$ cat src/rtl/rail_pkg.sv
// Shared types and constants for the digit sequencer slice.
// Holds the sequencer state type, the digit type and the legal-digit limit.
// Helper functions size counters and qualify incoming digits.
package rail_pkg;

    typedef enum logic [1:0] {
        IDLE   = 2'd0,
        LOAD   = 2'd1,
        MOVE   = 2'd2,
        STRIKE = 2'd3
    } seq_state_t;

    localparam int unsigned DIGIT_W = 4;
    typedef logic [DIGIT_W-1:0] digit_t;

    localparam digit_t MAX_DIGIT = 4'd9;

    // A digit is legal only inside 0..MAX_DIGIT; 10..15 are dropped at the queue.
    function automatic logic digit_legal(input digit_t d);
        return d <= MAX_DIGIT;
    endfunction

    // Counter width able to hold n-1, never narrower than one bit.
    function automatic int unsigned cnt_width(input int unsigned n);
        return (n > 1) ? $clog2(n) : 1;
    endfunction

endpackage

$ cat src/rtl/digit_sequencer_if.sv
// Request queue and stepper-driver signals of the digit sequencer.
// master = requester/driver side, slave = the sequencer itself.
// Every slave output is a flop inside the sequencer.
interface digit_sequencer_if;
    import rail_pkg::*;

    logic   push;
    digit_t digit_in;
    logic   full;
    logic   empty;
    logic   reject;
    logic   position_reached;
    logic   drv_load;
    logic   drv_en;
    digit_t drv_digit;
    logic   busy;
    logic   done;
    logic   timeout;

    modport master (
        output push, digit_in, position_reached,
        input  full, empty, reject, drv_load, drv_en, drv_digit, busy, done, timeout
    );

    modport slave (
        input  push, digit_in, position_reached,
        output full, empty, reject, drv_load, drv_en, drv_digit, busy, done, timeout
    );

endinterface

$ cat src/rtl/digit_fifo.sv
// Purpose: DEPTH-entry queue of 4-bit digits with range check on push.
// Latency: a pushed digit is visible at the head (empty=0) one cycle after the push.
// Backpressure: push dropped with a one-cycle reject when illegal or full without a pop.
module digit_fifo
    import rail_pkg::*;
#(
    parameter int DEPTH = 4
) (
    input  logic   clk,
    input  logic   reset,
    input  logic   push,
    input  digit_t wr_data,
    input  logic   pop,
    output digit_t rd_data,
    output logic   full,
    output logic   empty,
    output logic   reject
);

    localparam int PW = $clog2(DEPTH);
    localparam int CW = PW + 1;
    localparam logic [CW-1:0] FULL_CNT = CW'(DEPTH);

    digit_t        mem [DEPTH];
    logic [PW-1:0] rd_ptr;
    logic [PW-1:0] wr_ptr;
    logic [CW-1:0] count;
    logic [CW-1:0] count_nxt;
    logic          do_pop;
    logic          do_push;

    assign rd_data = mem[rd_ptr];

    // Pop needs a stored entry; a pop frees the slot a push into a full queue needs.
    always_comb begin
        do_pop    = pop && !empty;
        do_push   = push && digit_legal(wr_data) && (!full || do_pop);
        count_nxt = count;
        if (do_push && !do_pop) begin
            count_nxt = count + 1'b1;
        end else if (do_pop && !do_push) begin
            count_nxt = count - 1'b1;
        end
    end

    // Pointers, occupancy and the registered status flags.
    always_ff @(posedge clk or posedge reset) begin
        if (reset) begin
            rd_ptr <= '0;
            wr_ptr <= '0;
            count  <= '0;
            full   <= 1'b0;
            empty  <= 1'b1;
            reject <= 1'b0;
        end else begin
            if (do_pop) begin
                rd_ptr <= rd_ptr + 1'b1;
            end
            if (do_push) begin
                wr_ptr <= wr_ptr + 1'b1;
            end
            count  <= count_nxt;
            full   <= (count_nxt == FULL_CNT);
            empty  <= (count_nxt == '0);
            reject <= push && !do_push;
        end
    end

    // Storage needs no reset; only slots behind the write pointer are ever read.
    always_ff @(posedge clk) begin
        if (do_push) begin
            mem[wr_ptr] <= wr_data;
        end
    end

endmodule

$ cat src/rtl/digit_sequencer.sv
// Purpose: pops queued digits and walks each through load, move and strike on the driver.
// Latency: drv_load one cycle after the pop edge, drv_en the cycle after that.
// Backpressure: one digit in flight; the rest wait in the queue, overflow is rejected.
module digit_sequencer
    import rail_pkg::*;
#(
    parameter int DEPTH          = 4,
    parameter int TIMEOUT_CYCLES = 200000000,
    parameter int STRIKE_CYCLES  = 40000000
) (
    input  logic             clk,
    input  logic             reset,
    digit_sequencer_if.slave bus
);

    localparam int TW = cnt_width(TIMEOUT_CYCLES);
    localparam int SW = cnt_width(STRIKE_CYCLES);
    localparam logic [TW-1:0] T_LAST = TW'(TIMEOUT_CYCLES - 1);
    localparam logic [SW-1:0] S_LAST = SW'(STRIKE_CYCLES - 1);

    seq_state_t    state;
    seq_state_t    state_nxt;
    logic [TW-1:0] tmo_cnt;
    logic [TW-1:0] tmo_cnt_nxt;
    logic [SW-1:0] stk_cnt;
    logic [SW-1:0] stk_cnt_nxt;

    logic   pop;
    logic   take;
    digit_t head;
    logic   fifo_full;
    logic   fifo_empty;
    logic   fifo_reject;

    logic   drv_load_d, drv_en_d, busy_d, done_d, timeout_d;
    logic   drv_load_q, drv_en_q, busy_q, done_q, timeout_q;
    digit_t drv_digit_q;

    digit_fifo #(.DEPTH(DEPTH)) u_fifo (
        .clk     (clk),
        .reset   (reset),
        .push    (bus.push),
        .wr_data (bus.digit_in),
        .pop     (pop),
        .rd_data (head),
        .full    (fifo_full),
        .empty   (fifo_empty),
        .reject  (fifo_reject)
    );

    // The queue only pops while idle; take marks the edge a digit really leaves it.
    assign pop  = (state == IDLE);
    assign take = pop && !fifo_empty;

    // State register.
    always_ff @(posedge clk or posedge reset) begin
        if (reset) begin
            state <= IDLE;
        end else begin
            state <= state_nxt;
        end
    end

    // Next state; position_reached wins over the last timeout cycle.
    always_comb begin
        state_nxt = state;
        case (state)
            IDLE:    if (!fifo_empty) state_nxt = LOAD;
            LOAD:    state_nxt = MOVE;
            MOVE: begin
                if (bus.position_reached) begin
                    state_nxt = STRIKE;
                end else if (tmo_cnt == T_LAST) begin
                    state_nxt = IDLE;
                end
            end
            STRIKE:  if (stk_cnt == S_LAST) state_nxt = IDLE;
            default: state_nxt = IDLE;
        endcase
    end

    // Counters clear on entry to their state and saturate instead of wrapping.
    always_comb begin
        tmo_cnt_nxt = tmo_cnt;
        stk_cnt_nxt = stk_cnt;
        if (state_nxt == MOVE && state != MOVE) begin
            tmo_cnt_nxt = '0;
        end else if (state == MOVE && state_nxt == MOVE) begin
            tmo_cnt_nxt = (tmo_cnt == {TW{1'b1}}) ? tmo_cnt : tmo_cnt + 1'b1;
        end
        if (state_nxt == STRIKE && state != STRIKE) begin
            stk_cnt_nxt = '0;
        end else if (state == STRIKE && state_nxt == STRIKE) begin
            stk_cnt_nxt = (stk_cnt == {SW{1'b1}}) ? stk_cnt : stk_cnt + 1'b1;
        end
    end

    // Counter registers.
    always_ff @(posedge clk or posedge reset) begin
        if (reset) begin
            tmo_cnt <= '0;
            stk_cnt <= '0;
        end else begin
            tmo_cnt <= tmo_cnt_nxt;
            stk_cnt <= stk_cnt_nxt;
        end
    end

    // Output decode from the upcoming state so each flop lines up with that state.
    always_comb begin
        drv_load_d = (state_nxt == LOAD);
        drv_en_d   = (state_nxt == MOVE) || (state_nxt == STRIKE);
        busy_d     = (state_nxt != IDLE);
        done_d     = (state_nxt == STRIKE) && (stk_cnt_nxt == S_LAST);
        timeout_d  = (state == MOVE) && (state_nxt == IDLE);
    end

    // Output flops; reset drops drv_en at once without waiting for a clock.
    always_ff @(posedge clk or posedge reset) begin
        if (reset) begin
            drv_load_q  <= 1'b0;
            drv_en_q    <= 1'b0;
            busy_q      <= 1'b0;
            done_q      <= 1'b0;
            timeout_q   <= 1'b0;
            drv_digit_q <= '0;
        end else begin
            drv_load_q <= drv_load_d;
            drv_en_q   <= drv_en_d;
            busy_q     <= busy_d;
            done_q     <= done_d;
            timeout_q  <= timeout_d;
            if (take) begin
                drv_digit_q <= head;
            end
        end
    end

    assign bus.full      = fifo_full;
    assign bus.empty     = fifo_empty;
    assign bus.reject    = fifo_reject;
    assign bus.drv_load  = drv_load_q;
    assign bus.drv_en    = drv_en_q;
    assign bus.drv_digit = drv_digit_q;
    assign bus.busy      = busy_q;
    assign bus.done      = done_q;
    assign bus.timeout   = timeout_q;

endmodule

$ cat src/flat_wrapper.sv
// flat-port wrapper written by rule: the top's interface ports become plain ports
module digit_sequencer_flat import rail_pkg::*;
#(
    parameter int DEPTH          = 4,
    parameter int TIMEOUT_CYCLES = 200000000,
    parameter int STRIKE_CYCLES  = 40000000
)
  (clk, reset, bus_push, bus_digit_in, bus_position_reached, bus_full, bus_empty, bus_reject, bus_drv_load, bus_drv_en, bus_drv_digit, bus_busy, bus_done, bus_timeout);
  digit_sequencer_if bus_i ();
  input  logic clk;
  input  logic reset;
  input wire logic [$bits(bus_i.push)-1:0] bus_push;
  input wire logic [$bits(bus_i.digit_in)-1:0] bus_digit_in;
  input wire logic [$bits(bus_i.position_reached)-1:0] bus_position_reached;
  output wire logic [$bits(bus_i.full)-1:0] bus_full;
  output wire logic [$bits(bus_i.empty)-1:0] bus_empty;
  output wire logic [$bits(bus_i.reject)-1:0] bus_reject;
  output wire logic [$bits(bus_i.drv_load)-1:0] bus_drv_load;
  output wire logic [$bits(bus_i.drv_en)-1:0] bus_drv_en;
  output wire logic [$bits(bus_i.drv_digit)-1:0] bus_drv_digit;
  output wire logic [$bits(bus_i.busy)-1:0] bus_busy;
  output wire logic [$bits(bus_i.done)-1:0] bus_done;
  output wire logic [$bits(bus_i.timeout)-1:0] bus_timeout;
  assign bus_i.push = bus_push;
  assign bus_i.digit_in = bus_digit_in;
  assign bus_i.position_reached = bus_position_reached;
  assign bus_full = bus_i.full;
  assign bus_empty = bus_i.empty;
  assign bus_reject = bus_i.reject;
  assign bus_drv_load = bus_i.drv_load;
  assign bus_drv_en = bus_i.drv_en;
  assign bus_drv_digit = bus_i.drv_digit;
  assign bus_busy = bus_i.busy;
  assign bus_done = bus_i.done;
  assign bus_timeout = bus_i.timeout;
  digit_sequencer #(.DEPTH(DEPTH), .TIMEOUT_CYCLES(TIMEOUT_CYCLES), .STRIKE_CYCLES(STRIKE_CYCLES)) u_core (.clk(clk), .reset(reset), .bus(bus_i));
endmodule
$ cat config.mk
export PLATFORM = sky130hd
export DESIGN_NAME = digit_sequencer_flat
export DESIGN_NICKNAME = d
export VERILOG_FILES = /design/src/rtl/rail_pkg.sv /design/src/rtl/digit_sequencer_if.sv /design/src/rtl/digit_fifo.sv /design/src/rtl/digit_sequencer.sv /design/src/flat_wrapper.sv
export SDC_FILE = /design/constraint.sdc
export NUM_CORES = 1
export LEC_CHECK = 0
export CORE_ASPECT_RATIO = 1.1
export CORE_UTILIZATION = 65
export DETAILED_ROUTE_END_ITERATION = 6
export PLACE_DENSITY = 0.82
export SLEW_MARGIN = 25
export SYNTH_ARGS = -nofsm -noshare
export SYNTH_HDL_FRONTEND = slang
export SYNTH_SLANG_ARGS = --single-unit
$ cat constraint.sdc
create_clock -name clk -period 6 [get_ports clk]
set_clock_uncertainty 0.2 [all_clocks]
set_input_delay 1.8 -clock clk [delete_from_list [all_inputs] [get_ports clk]]
set_output_delay 1.8 -clock clk [all_outputs]
set_load 0.1 [all_outputs]
==> impl_metrics.ini <==
[outcome]
status = finished clean

[hold_path]
worstHoldPathType = flip-flop to flip-flop

[logic_synthesis]
syn_nets = 475
yosysMostFrequentCell = dfrtp_1
syn_area_per_cell_sq_um = 10.3
synth_seq_cells = 91
netlist_instances = 459
yosysTopAreaCell = dfrtp_1
synth-edff-count = 16
ys.flop_type = dfrtp_1
ys_async_sr_fraction_pct = 82.4
yosys-top-cells-count = dfrtp_1 (74), nor2_1 (68), nand2_1 (46)
ys_types = 64
synth-seq-area-share_pct = 49.9
syn_area_sq_um = 4730
synthTopCellsByArea = dfrtp_1 (39%), edfxtp_1 (10%), nor2_1 (5.4%)
synth_top_area_share_pct = 39.2
yosysWarnings = 0

[global_routing]
antenna_found_initial = 0
grt_pass1_vias = 3553
grt_max_degree = 52
grt_pass1_wl_microns = 17100
grt_use_total_pct = 28.3
grt.overflow.total = 0

[setup_path]
worst-setup-path-type = input port to flip-flop
slowest_stage = or4_1
endpoint_kind = flip-flop
cp_common_cell = nor2_1
crit_required_ps = 6050
path_max_fanout = 11
worst-path-buf-inv = 1
start_kind = input port
cp.arrival_ps = 4220
path_cells = clkdlybuf4s50_1 > or4_1 > nor4_1 > a311oi_1 > o22ai_2 > nor2_1 > nand3_1 > xor2_1 > nor2_1
cp_top_family = simple AND/OR/NAND/NOR gates
slowest_delay_ps = 490

[placed_design]
routabilityCongestion = 0.928
portBuffers = 19
dpl_cell_area_sq_um = 4940
hpwlAfterDp_microns = 6960

[floorplanning]
initial_core_util_pct = 67.5
die_y_microns = 91.4
rows = 32
ios = 20
die_area_sq_um = 7620
die_x_microns = 83.3
core_sq_um = 7010

[clocking]
h-tree-depth = 3
postCtsSetupBuffers = 0
clock_latency_ps = 370
clockBufferDepth = 2
ctsResizeCount = 0
numCtsBuffers = 9
cts-root-buf = clkbuf_8
postCtsHoldBufs = 0
clk_pin_slew_ps = 100
clock-sinks = 91
cts_tree = built

[drt]
routedWlPerCell_microns = 17.4
wl_met3_microns = 447
viasPerCell = 6.27
wl_met1_microns = 4020
wl_microns = 9820
antenna_left = 0
first_pass_iters = 5
wl_met2_microns = 5050
drt_iter0_drc = 219
drc = 0
vias = 3549
dr.max_layer_used = met4

[cells_and_area]
fillers = 493
n_antenna_cell = 0
design_area_sq_um = 5130
layout-area-overhead-vs-synth_pct = 8.52
nets = 492
drive_above_1_share_pct = 9.98

[timing]
setup_viol = 0
hold_viol = 0
post-route-period-util_pct = 69.5
relSlewSlack_pct = 32.8
max_freq_ghz = 0.240
tightest_slew_ps = 1010
post-route-min-period_ps = 4170
finalMaxSlewViolations = 0
rsz0062_at_grt = false
setup-tns-final_ps = 0

[pwr]
total_leakage_power_uw = 0.00210
vdd_drop_max_mv = 0.339
powerDensity_nw_per_um2 = 360

[flow_run]
drv_cap = 0
## flip-flops by register name, indices dropped and copies added, names as in the netlist, 2 cells and up
name,cells
u_core.bus.drv_digit,4
u_core.u_fifo.mem,16
u_core.state,2
u_core.u_fifo.wr_ptr,2
u_core.u_fifo.count,3
u_core.u_fifo.rd_ptr,2
u_core.stk_cnt,26
u_core.tmo_cnt,28
## report_power, final
group	switching, uW	leakage [uW]	internal (uW)
Clock	242	0.0000951	161
Sequential	87.9	0.00115	722
Combinational	441	0.000858	193
Total	771	0.00210	1080
## cells in the final DEF, fill, tap and decap left out, types with 3 or more instances in the layout
cell,Yosys,routed
and4_1,7,7
nor4_2,3,3
dfrtp_1,74,74
o21a_1,3,3
nand3_1,28,28
and3_1,9,9
nand4_1,21,21
nor3b_1,3,3
clkbuf_8,0,9
nand2_1,46,46
nor3_1,9,9
edfxtp_1,16,16
nor4b_1,3,3
mux2i_1,4,4
xor2_1,27,27
ha_1,8,8
and2_1,8,8
or3_1,4,4
nor4_1,6,6
mux4_2,4,4
o21ai_0,7,7
xnor2_1,24,24
nor2_1,68,68
a21oi_1,7,7
inv_1,9,8
clkdlybuf4s50_1,0,19
nor2b_1,3,3
## per-stage QoR
stage	setup slack, ps	util (%)	hold WS [ps]	instances	total power (uW)
2_1_floorplan	2090	-	257	459	1310
3_3_place_gp	1560	70.4	263	550	1430
3_5_place_dp	1470	70.4	285	550	1460
4_1_cts	1850	73.2	303	566	1860
5_1_grt	1580	73.2	327	566	1950
6_report	1830	73.2	304	566	1850
## per-layer routing
layer	vias to the layer above	GRT usage [%]
met5	-	0
met4	0	13.6
met3	30	4.09
met2	111	48.5
met1	1748	35.4
li1	1660	-
## cell families (layout without fill, tap and decap cells)
kind of cell               count (synthesis)  count (layout)  share of synthesized area (%)
DFF                                       91              91                           49.9
buffers and inverters                     25              47                           2.96
adders and majority gates                  8               8                           2.12
xor gates and xnor gates                  51              51                           9.45
and+or+nand+nor                          241             241                           27.3
AOI/OAI and AO/OA                         35              35                           5.53
muxes                                      8               8                           2.75
## area by class of cell
type | count | area [sq um] | share of cell area, %
Sequential cell | 91 | 2360 | 46.0
Multi-Input combinational cell | 343 | 2230 | 43.4
Timing Repair Buffer | 21 | 205 | 4.00
Clock buffer | 9 | 124 | 2.41
Tap cell | 85 | 106 | 2.07
Clock inverter | 7 | 70.1 | 1.37
Inverter | 10 | 37.5 | 0.732
## final timing paths
check | from | to | slack (ps) | cells after the start
min | u_core.bus.drv_digit[1]$_DFFE_PP0P_ | u_core.bus.drv_digit[1]$_DFFE_PP0P_ | 300 | 2
max reg2reg | u_core.stk_cnt[0]$_DFF_PP0_ | u_core.bus.done$_DFF_PP0_ | 2730 | 9
min reg2reg | u_core.bus.drv_digit[1]$_DFFE_PP0P_ | u_core.bus.drv_digit[1]$_DFFE_PP0P_ | 300 | 2
max | bus_position_reached | u_core.tmo_cnt[10]$_DFFE_PP0P_ | 1830 | 9
min in group asynchronous | reset | u_core.stk_cnt[23]$_DFF_PP0_ | 1590 | 2
max in group asynchronous | reset | u_core.stk_cnt[6]$_DFF_PP0_ | 2970 | 3
## worst register-to-register path, cell delays in order, from the launching register on
cell and delay, ps:
dfrtp_1 450, ha_1 280, and3_1 340, and4_1 270, a21oi_1 410, nand2_1 120
xor2_1 330, nor4b_1 350, nand3b_1 150, nor4_2 290
No activity file was read; power rests on OpenSTA's default activity.
